==> src/rtl/mem_seq.sv <==
`default_nettype none
// ============================================================================
// mem_seq : load/store sequencer for a word-wide DRAM without byte enables.
//           Sub-word stores use a read-modify-write cycle.
// Revision: 1.0
// ============================================================================
module mem_seq #(
  parameter int ADDR_W = 14
) (
  input  logic              clk,
  input  logic              rst_n,
  input  logic              req_valid,
  output logic              req_ready,
  input  logic              req_we,
  input  logic [2:0]        req_func3,
  input  logic [31:0]       req_addr,
  input  logic [31:0]       req_wdata,
  output logic              rsp_valid,
  output logic [31:0]       rsp_rdata,
  output logic              rsp_err,
  output logic [ADDR_W-1:0] dram_addr,
  output logic              dram_we,
  output logic [31:0]       dram_wdata,
  input  logic [31:0]       dram_rdata
);

  typedef enum logic [1:0] {S_IDLE, S_LOAD, S_RMW, S_RESP} state_e;

  state_e              state_q, state_d;
  logic [ADDR_W+1:0]   addr_q;
  logic [2:0]          func3_q;
  logic                we_q;
  logic [31:0]         wdata_q;
  logic                rsp_err_q;
  logic [31:0]         rsp_rdata_q;

  logic                w_hs;
  logic                w_err;
  logic [7:0]          w_byte;
  logic [15:0]         w_half;
  logic [31:0]         w_load;
  logic [31:0]         w_merge;
  logic                w_unused_bits;

  assign w_unused_bits = ^{req_addr[31:ADDR_W+2], wdata_q[31:16], we_q};

  // Reset gates the handshake so no combinational write escapes during reset.
  assign w_hs = req_valid & (state_q == S_IDLE) & rst_n;

  always_comb begin
    w_err = 1'b0;
    case (req_func3)
      3'b000, 3'b001, 3'b010: w_err = 1'b0;
      3'b100, 3'b101:         w_err = req_we;
      default:                w_err = 1'b1;
    endcase
    if (req_func3[1:0] == 2'b01 && req_addr[0])
      w_err = 1'b1;
    if (req_func3[1:0] == 2'b10 && req_addr[1:0] != 2'b00)
      w_err = 1'b1;
  end

  always_comb begin
    w_byte = dram_rdata[7:0];
    case (addr_q[1:0])
      2'd0: w_byte = dram_rdata[7:0];
      2'd1: w_byte = dram_rdata[15:8];
      2'd2: w_byte = dram_rdata[23:16];
      2'd3: w_byte = dram_rdata[31:24];
      default: w_byte = dram_rdata[7:0];
    endcase
    w_half = addr_q[1] ? dram_rdata[31:16] : dram_rdata[15:0];

    w_load = dram_rdata;
    case (func3_q)
      3'b000:  w_load = {{24{w_byte[7]}}, w_byte};
      3'b001:  w_load = {{16{w_half[15]}}, w_half};
      3'b100:  w_load = {24'd0, w_byte};
      3'b101:  w_load = {16'd0, w_half};
      default: w_load = dram_rdata;
    endcase

    w_merge = dram_rdata;
    if (func3_q[1:0] == 2'b00) begin
      case (addr_q[1:0])
        2'd0: w_merge[7:0]   = wdata_q[7:0];
        2'd1: w_merge[15:8]  = wdata_q[7:0];
        2'd2: w_merge[23:16] = wdata_q[7:0];
        2'd3: w_merge[31:24] = wdata_q[7:0];
        default: w_merge = dram_rdata;
      endcase
    end else if (addr_q[1]) begin
      w_merge[31:16] = wdata_q[15:0];
    end else begin
      w_merge[15:0] = wdata_q[15:0];
    end
  end

  always_comb begin
    state_d    = state_q;
    req_ready  = 1'b0;
    dram_we    = 1'b0;
    dram_wdata = req_wdata;
    dram_addr  = addr_q[ADDR_W+1:2];
    case (state_q)
      S_IDLE: begin
        req_ready = 1'b1;
        dram_addr = req_addr[ADDR_W+1:2];
        if (w_hs) begin
          if (w_err)
            state_d = S_RESP;
          else if (!req_we)
            state_d = S_LOAD;
          else if (req_func3[1:0] == 2'b10) begin
            state_d = S_RESP;
            dram_we = 1'b1;
          end else
            state_d = S_RMW;
        end
      end
      S_LOAD: state_d = S_RESP;
      S_RMW: begin
        state_d    = S_RESP;
        dram_we    = 1'b1;
        dram_wdata = w_merge;
      end
      S_RESP:  state_d = S_IDLE;
      default: state_d = S_IDLE;
    endcase
  end

  always_ff @(posedge clk or negedge rst_n) begin
    if (!rst_n) begin
      state_q     <= S_IDLE;
      addr_q      <= '0;
      func3_q     <= '0;
      we_q        <= 1'b0;
      wdata_q     <= '0;
      rsp_err_q   <= 1'b0;
      rsp_rdata_q <= '0;
    end else begin
      state_q <= state_d;
      if (w_hs) begin
        addr_q      <= req_addr[ADDR_W+1:0];
        func3_q     <= req_func3;
        we_q        <= req_we;
        wdata_q     <= req_wdata;
        rsp_err_q   <= w_err;
        rsp_rdata_q <= '0;
      end else if (state_q == S_LOAD) begin
        rsp_rdata_q <= w_load;
      end
    end
  end

  assign rsp_valid = (state_q == S_RESP);
  assign rsp_err   = rsp_err_q;
  assign rsp_rdata = rsp_rdata_q;

endmodule
`default_nettype wire

==> config.mk <==
export PLATFORM = sky130hd
export DESIGN_NAME = mem_seq
export DESIGN_NICKNAME = d
export VERILOG_FILES = /design/src/rtl/mem_seq.sv
export SDC_FILE = /design/constraint.sdc
export NUM_CORES = 1
export LEC_CHECK = 0
export CORE_MARGIN = 3
export CORE_UTILIZATION = 25
export CTS_BUF_LIST = sky130_fd_sc_hd__clkbuf_8 sky130_fd_sc_hd__clkbuf_16
export DETAILED_ROUTE_END_ITERATION = 10
export MAX_ROUTING_LAYER = met4
export PLACE_DENSITY = 0.57
export SKIP_CTS_REPAIR_TIMING = 1
export SLEW_MARGIN = 0
export SYNTH_ARGS = -nofsm -noshare
export SYNTH_HDL_FRONTEND = slang
export SYNTH_SLANG_ARGS = --single-unit
==> constraint.sdc <==
create_clock -name clk -period 5.5 [get_ports clk]
set_input_delay 1.1 -clock clk [delete_from_list [all_inputs] [get_ports clk]]
set_output_delay 1.1 -clock clk [all_outputs]
set_load 0.05 [all_outputs]
# After elaboration in Yosys (flattened, before gate mapping)
# Index checks and enable logic that the tools add are counted.
[totals]
regBits = 70
in_bits = 103
out_inout_bits = 82
wordCells = 64
[op_classes]
bitwise = 2
n_reduce_logical = 12
eq_ne = 16
mux = 28
[ops]
columns = ["op", "n"]
rows = [
  ["$mux W32", 4],
  ["$pmux W32 S4", 1],
  ["$mux W16", 3],
  ["$mux W8", 4],
  ["$pmux W8 S4", 1],
  ["$mux W14", 1],
  ["$eq A3 B3 Y1 const B", 4],
  ["$eq A2 B2 Y1 const B", 5],
  ["$mux W1", 8],
  ["$eq A2 B1 Y1 const B", 3],
  ["$eq A3 B1 Y1 const B", 2],
  ["$logic_not A2 Y1", 3],
  ["$logic_not A3 Y1", 2],
  ["$mux W2", 3],
  ["$pmux W2 S3", 1],
  ["$pmux W1 S2", 2],
  ["$reduce_bool A2 Y1", 2],
  ["$reduce_or A2 Y1", 2],
  ["$eq A3 B2 Y1 const B", 1],
  ["$reduce_or A3 Y1", 1],
  ["$and A1 B1 Y1", 2],
  ["$logic_and A1 B1 Y1", 2],
  ["$ne A2 B2 Y1 const B", 1],
]

# Logic depth before layout (Yosys ltp)
[logic_depth]
ltp_word = 8
depth_mapped = 9
ltp_nobuf = 6

# Least setup slack after synthesis
# No wires, ideal clock.
[synth_path]
path_kind = "register -> output"
startpoint = "register state_q[0]"
endpoint = "output port dram_we"
arrival_ps = 3146
path_stages_with_launch = 7
path_buffers = 2
path_slack_ps = 1254
cell_sequence = "dfrtp_1 inv_1 ha_1 buf_2 nand3_1 buf_2 o41ai_1"
[synth_between]
elab_chain_cells = 5
[synth_lines]
columns = ["item", "line_no", "source"]
rows = [
  ["start: declaration", "29", "state_e state_q, state_d;"],
  ["start signal: assignment", "142", "state_q <= state_d;"],
  ["$logic_not A2 Y1", "48, 105", ""],
  ["$and A1 B1 Y1 (2 in series)", "48", "assign w_hs = req_valid & (state_q == S_IDLE) & rst_n;"],
  ["$mux W1", "109", "if (w_hs) begin"],
  ["$pmux W1 S2 *", "105", "case (state_q)"],
  ["end: declaration", "22", "output logic dram_we,"],
]
# Every way passes the cells marked *; elsewhere a longest branch is shown, timed or not.

# Worst setup path in the final report
[layout_path]
startpoint = "register func3_q[0]"
endpoint = "output port dram_wdata[7]"
[layout_between]
elab_chain_cells = 3
[layout_lines]
columns = ["item", "line_no", "source"]
rows = [
  ["start: declaration", "31", "logic [2:0] func3_q;"],
  ["start signal: assignment", "145", "func3_q <= req_func3;"],
  ["$logic_not A2 Y1", "84", "if (func3_q[1:0] == 2'b00) begin"],
  ["$mux W32", "84", ""],
  ["$mux W32", "105", ""],
  ["end: declaration", "23", "output logic [31:0] dram_wdata,"],
]
# No other way between the ends.

==> run_results.csv <==
group,metric,value,unit
status,run_status,"complete, no violations",
synth,seq_area_frac_synth,40.6,%
timing,fin_crit_sh,83.8,%
timing,max_clock_freq,217,MHz
cells_and_area,layout_common_cells,"167 x clkdlybuf4s50_1, 117 x nand2_1, 70 x dfrtp_1",
synth,ys.flop_type,"dfrtp_1",
synth,yosys.area_share.simple,17.2,%
grt,grt_pass1_wl,23800,um
synth,synth_top_area_share,40.6,%
critical_path,arrival,3.51,ns
timing,setup_viol_count_final,0,
job,maxCapViolations,0,
cells_and_area,final_util,38.6,%
grt,grt_pass1_vias,4308,
synth,syn-num-nets,618,
cells_and_area,finalNonFillerCells,882,
critical_path,cp_max_fo,26,
detailed_routing,routed-via-count,4247,
clock_network,cts_tree,"done",
power_and_ir_drop,p_leak,2.89,nW
timing,slew_headroom,42.2,%
critical_path,cp_num_buf_inv,1,
floorplanning,coreArea,0.0168,sq mm
cells_and_area,syn2layout_area_growth,49.7,%
detailed_routing,dr.pass1.iters,5,
clock_network,htreeDepth,3,
timing,hold_violations,0,
detailed_routing,detail-route-antenna-nets,0,
synth,syn_inst,511,
hold_path,min_from,"addr_q[4]",
place,placedCellCount,865,
critical_path,worst_setup_path_start_kind,"register",
clock_network,clkTransAtPathRegs,0.06,ns
synth,synthMuxAreaShare,11.5,%
critical_path,worst_path_largest_cell_delay,0.85,ns
timing,finalMaxSlewViolations,0,
synth,synth_adder_area_share,1.16,%
power_and_ir_drop,vdd_drop_max,0.000356,V
critical_path,crit_path_start,"func3_q[0]",
critical_path,reg2reg_from,"state_q[0]",
synth,async_flop_share,100,%
critical_path,crit_chain,"nand2b_1 > o21a_1 > mux2i_1 > a21oi_1 > clkdlybuf4s50_1",
place,hpwl,11800,um
critical_path,path_delay_family,"buffers and inverters",
critical_path,cp-end-kind,"primary output",
synth,netlist_area,0.00432,sq mm
place,io_buffer_count,168,
critical_path,setup.worst_path.class,"register to primary output",
grt,gr-usage-all-layers,16.8,%
timing,finalCriticalPeriod,4.61,ns
timing,whs,0.472,ns
synth,synth_edf_count,0,
critical_path,critPathRequiredTime,4.40,ns
critical_path,critPathSlowestCell,"clkdlybuf4s50_1",
detailed_routing,drt_iter0_drc,247,
grt,grt_antenna_before_repair,1,
clock_network,ctsRootBufferMaster,"clkbuf_16",
synth,syn_avg_cell_area,8.44,sq um
hold_path,hp-class,"register to register",
clock_network,clock-sinks,70,
detailed_routing,wire_per_inst,17.6,um
synth,synth_cell_types,44,
synth,yosysTopAreaCell,"dfrtp_1",
synth,ys.warnings.count,0,
cells_and_area,drive_gt1_share,8.62,%
clock_network,cts_made_buffers,9,
grt,overflow,0,
place,place_congestion,0.884,
clock_network,clock_latency,0.34,ns
cells_and_area,mostFrequentLayoutCell,"clkdlybuf4s50_1",
synth,synth_xor_area_share,0,%
timing,setup_tns,0,ns
cells_and_area,layout.nets,763,
detailed_routing,drc,0,
synth,synth.area.top_cells,"dfrtp_1 41%, nand2_1 10%, mux2_2 6.8%",
power_and_ir_drop,power_density,716,mW/mm^2
synth,ys_seq_elements,70,
timing,rsz0062_at_grt,"false",
timing,tightest_slew,0.867,ns
detailed_routing,vias_per_cell,4.82,
floorplanning,io_pins,185,
clock_network,clk_path_buf_depth,2,
floorplanning,dieWidth,137,um
floorplanning,die_area,0.0189,sq mm
floorplanning,initial_utilization,25.7,%
floorplanning,row_count,47,
grt,grt_max_degree,56,
synth,synth-compound-area-share,22.4,%
detailed_routing,wl,15500,um
floorplanning,die_h,137,um
synth,synth_top_family_by_area,"compound AO/OA/AOI/OAI gates",
timing,finClkSkew,0.0113,ns
metal layers:
metal	global-route usage [%]	vias to the layer above	wire, um
met3	4.27	16	965
met2	27.4	144	7610
li1	-	2077	-
met5	-	-	0
met1	20.9	2010	6670
met4	4.27	0	259
worst paths after layout:
kind / end / slack (ns) / depth (start not counted)
hold reg to reg: addr_q[4] / 0.47 / 2
max in group asynchronous: addr_q[6] / 3.73 / 3
setup / recovery: dram_wdata[7] / 0.89 / 5
hold / removal: addr_q[4] / 0.47 / 2
min in group asynchronous: rsp_rdata[8] / 0.89 / 2
setup reg to reg: rsp_rdata[31] / 2.49 / 7
per-stage QoR:
step                instance area, sq um  setup WS (ns)  power, mW
floorplan                           4320           1.25       3.08
global placement                    6150           1.20       4.00
detailed placement                  6150           1.17       4.04
CTS                                 6460          0.850       4.66
global route                        6460          0.662       4.90
finish                              6460          0.892       4.63
cell usage after synthesis (2+ instances only):
cell type and n:
nand2_1 117, ha_1 4, nor2b_1 12, and3_1 2, a221o_1 3, nor3_1 4, a22oi_1 16, o21a_1 3
or3_1 3, o31ai_1 2, clkbuf_1 23, a21oi_1 24, o221ai_1 16, nor4_1 2, inv_1 31, buf_6 2
a31oi_1 3, o21ai_0 51, nand2b_1 3, buf_2 12, nand3_1 3, and3b_1 2, nand3b_1 3, o22ai_1 4
a221oi_1 7, a21o_1 7, nor2_1 19, mux2_2 26, buf_1 4, a211o_1 2, mux2i_1 19, dfrtp_1 70
sequential cells by signal, summed over array words and instances, names as in the netlist:
signal,flops
rsp_rdata,32
rsp_err,1
func3_q,3
addr_q,16
wdata_q,16
state_q,2
layout make-up:
class | instances | area [sq um]
clock inverters | 5 | 57.6
repair buffers | 176 | 1740
diodes | 1 | 2.50
well taps | 220 | 275
fillers | 1726 | 10300
inverters | 31 | 116
flip-flops and latches | 70 | 1750
multi-input cells | 368 | 2270
clock buffers | 11 | 253
tightest hold or removal path: stages (launching register included):
cell and delay (ns):
dfrtp_1 0.34, nand2_1 0.05, nand2_1 0.05
power by group:
| part | switching, mW | internal [mW] |
|---|---|---|
| Clock | 0.232 | 0.375 |
| Combinational | 1.98 | 1.08 |
| Sequential | 0.212 | 0.749 |
logic make-up (layout without fill, tap and decap cells):
family	Yosys count	in the layout
simple gates	173	173
compound gates	145	145
buf+inv	73	223
flops	70	70
mux	46	46
fa+ha+maj	4	4
other cells	0	1
Note: power is estimated with default switching activity, not from simulation.
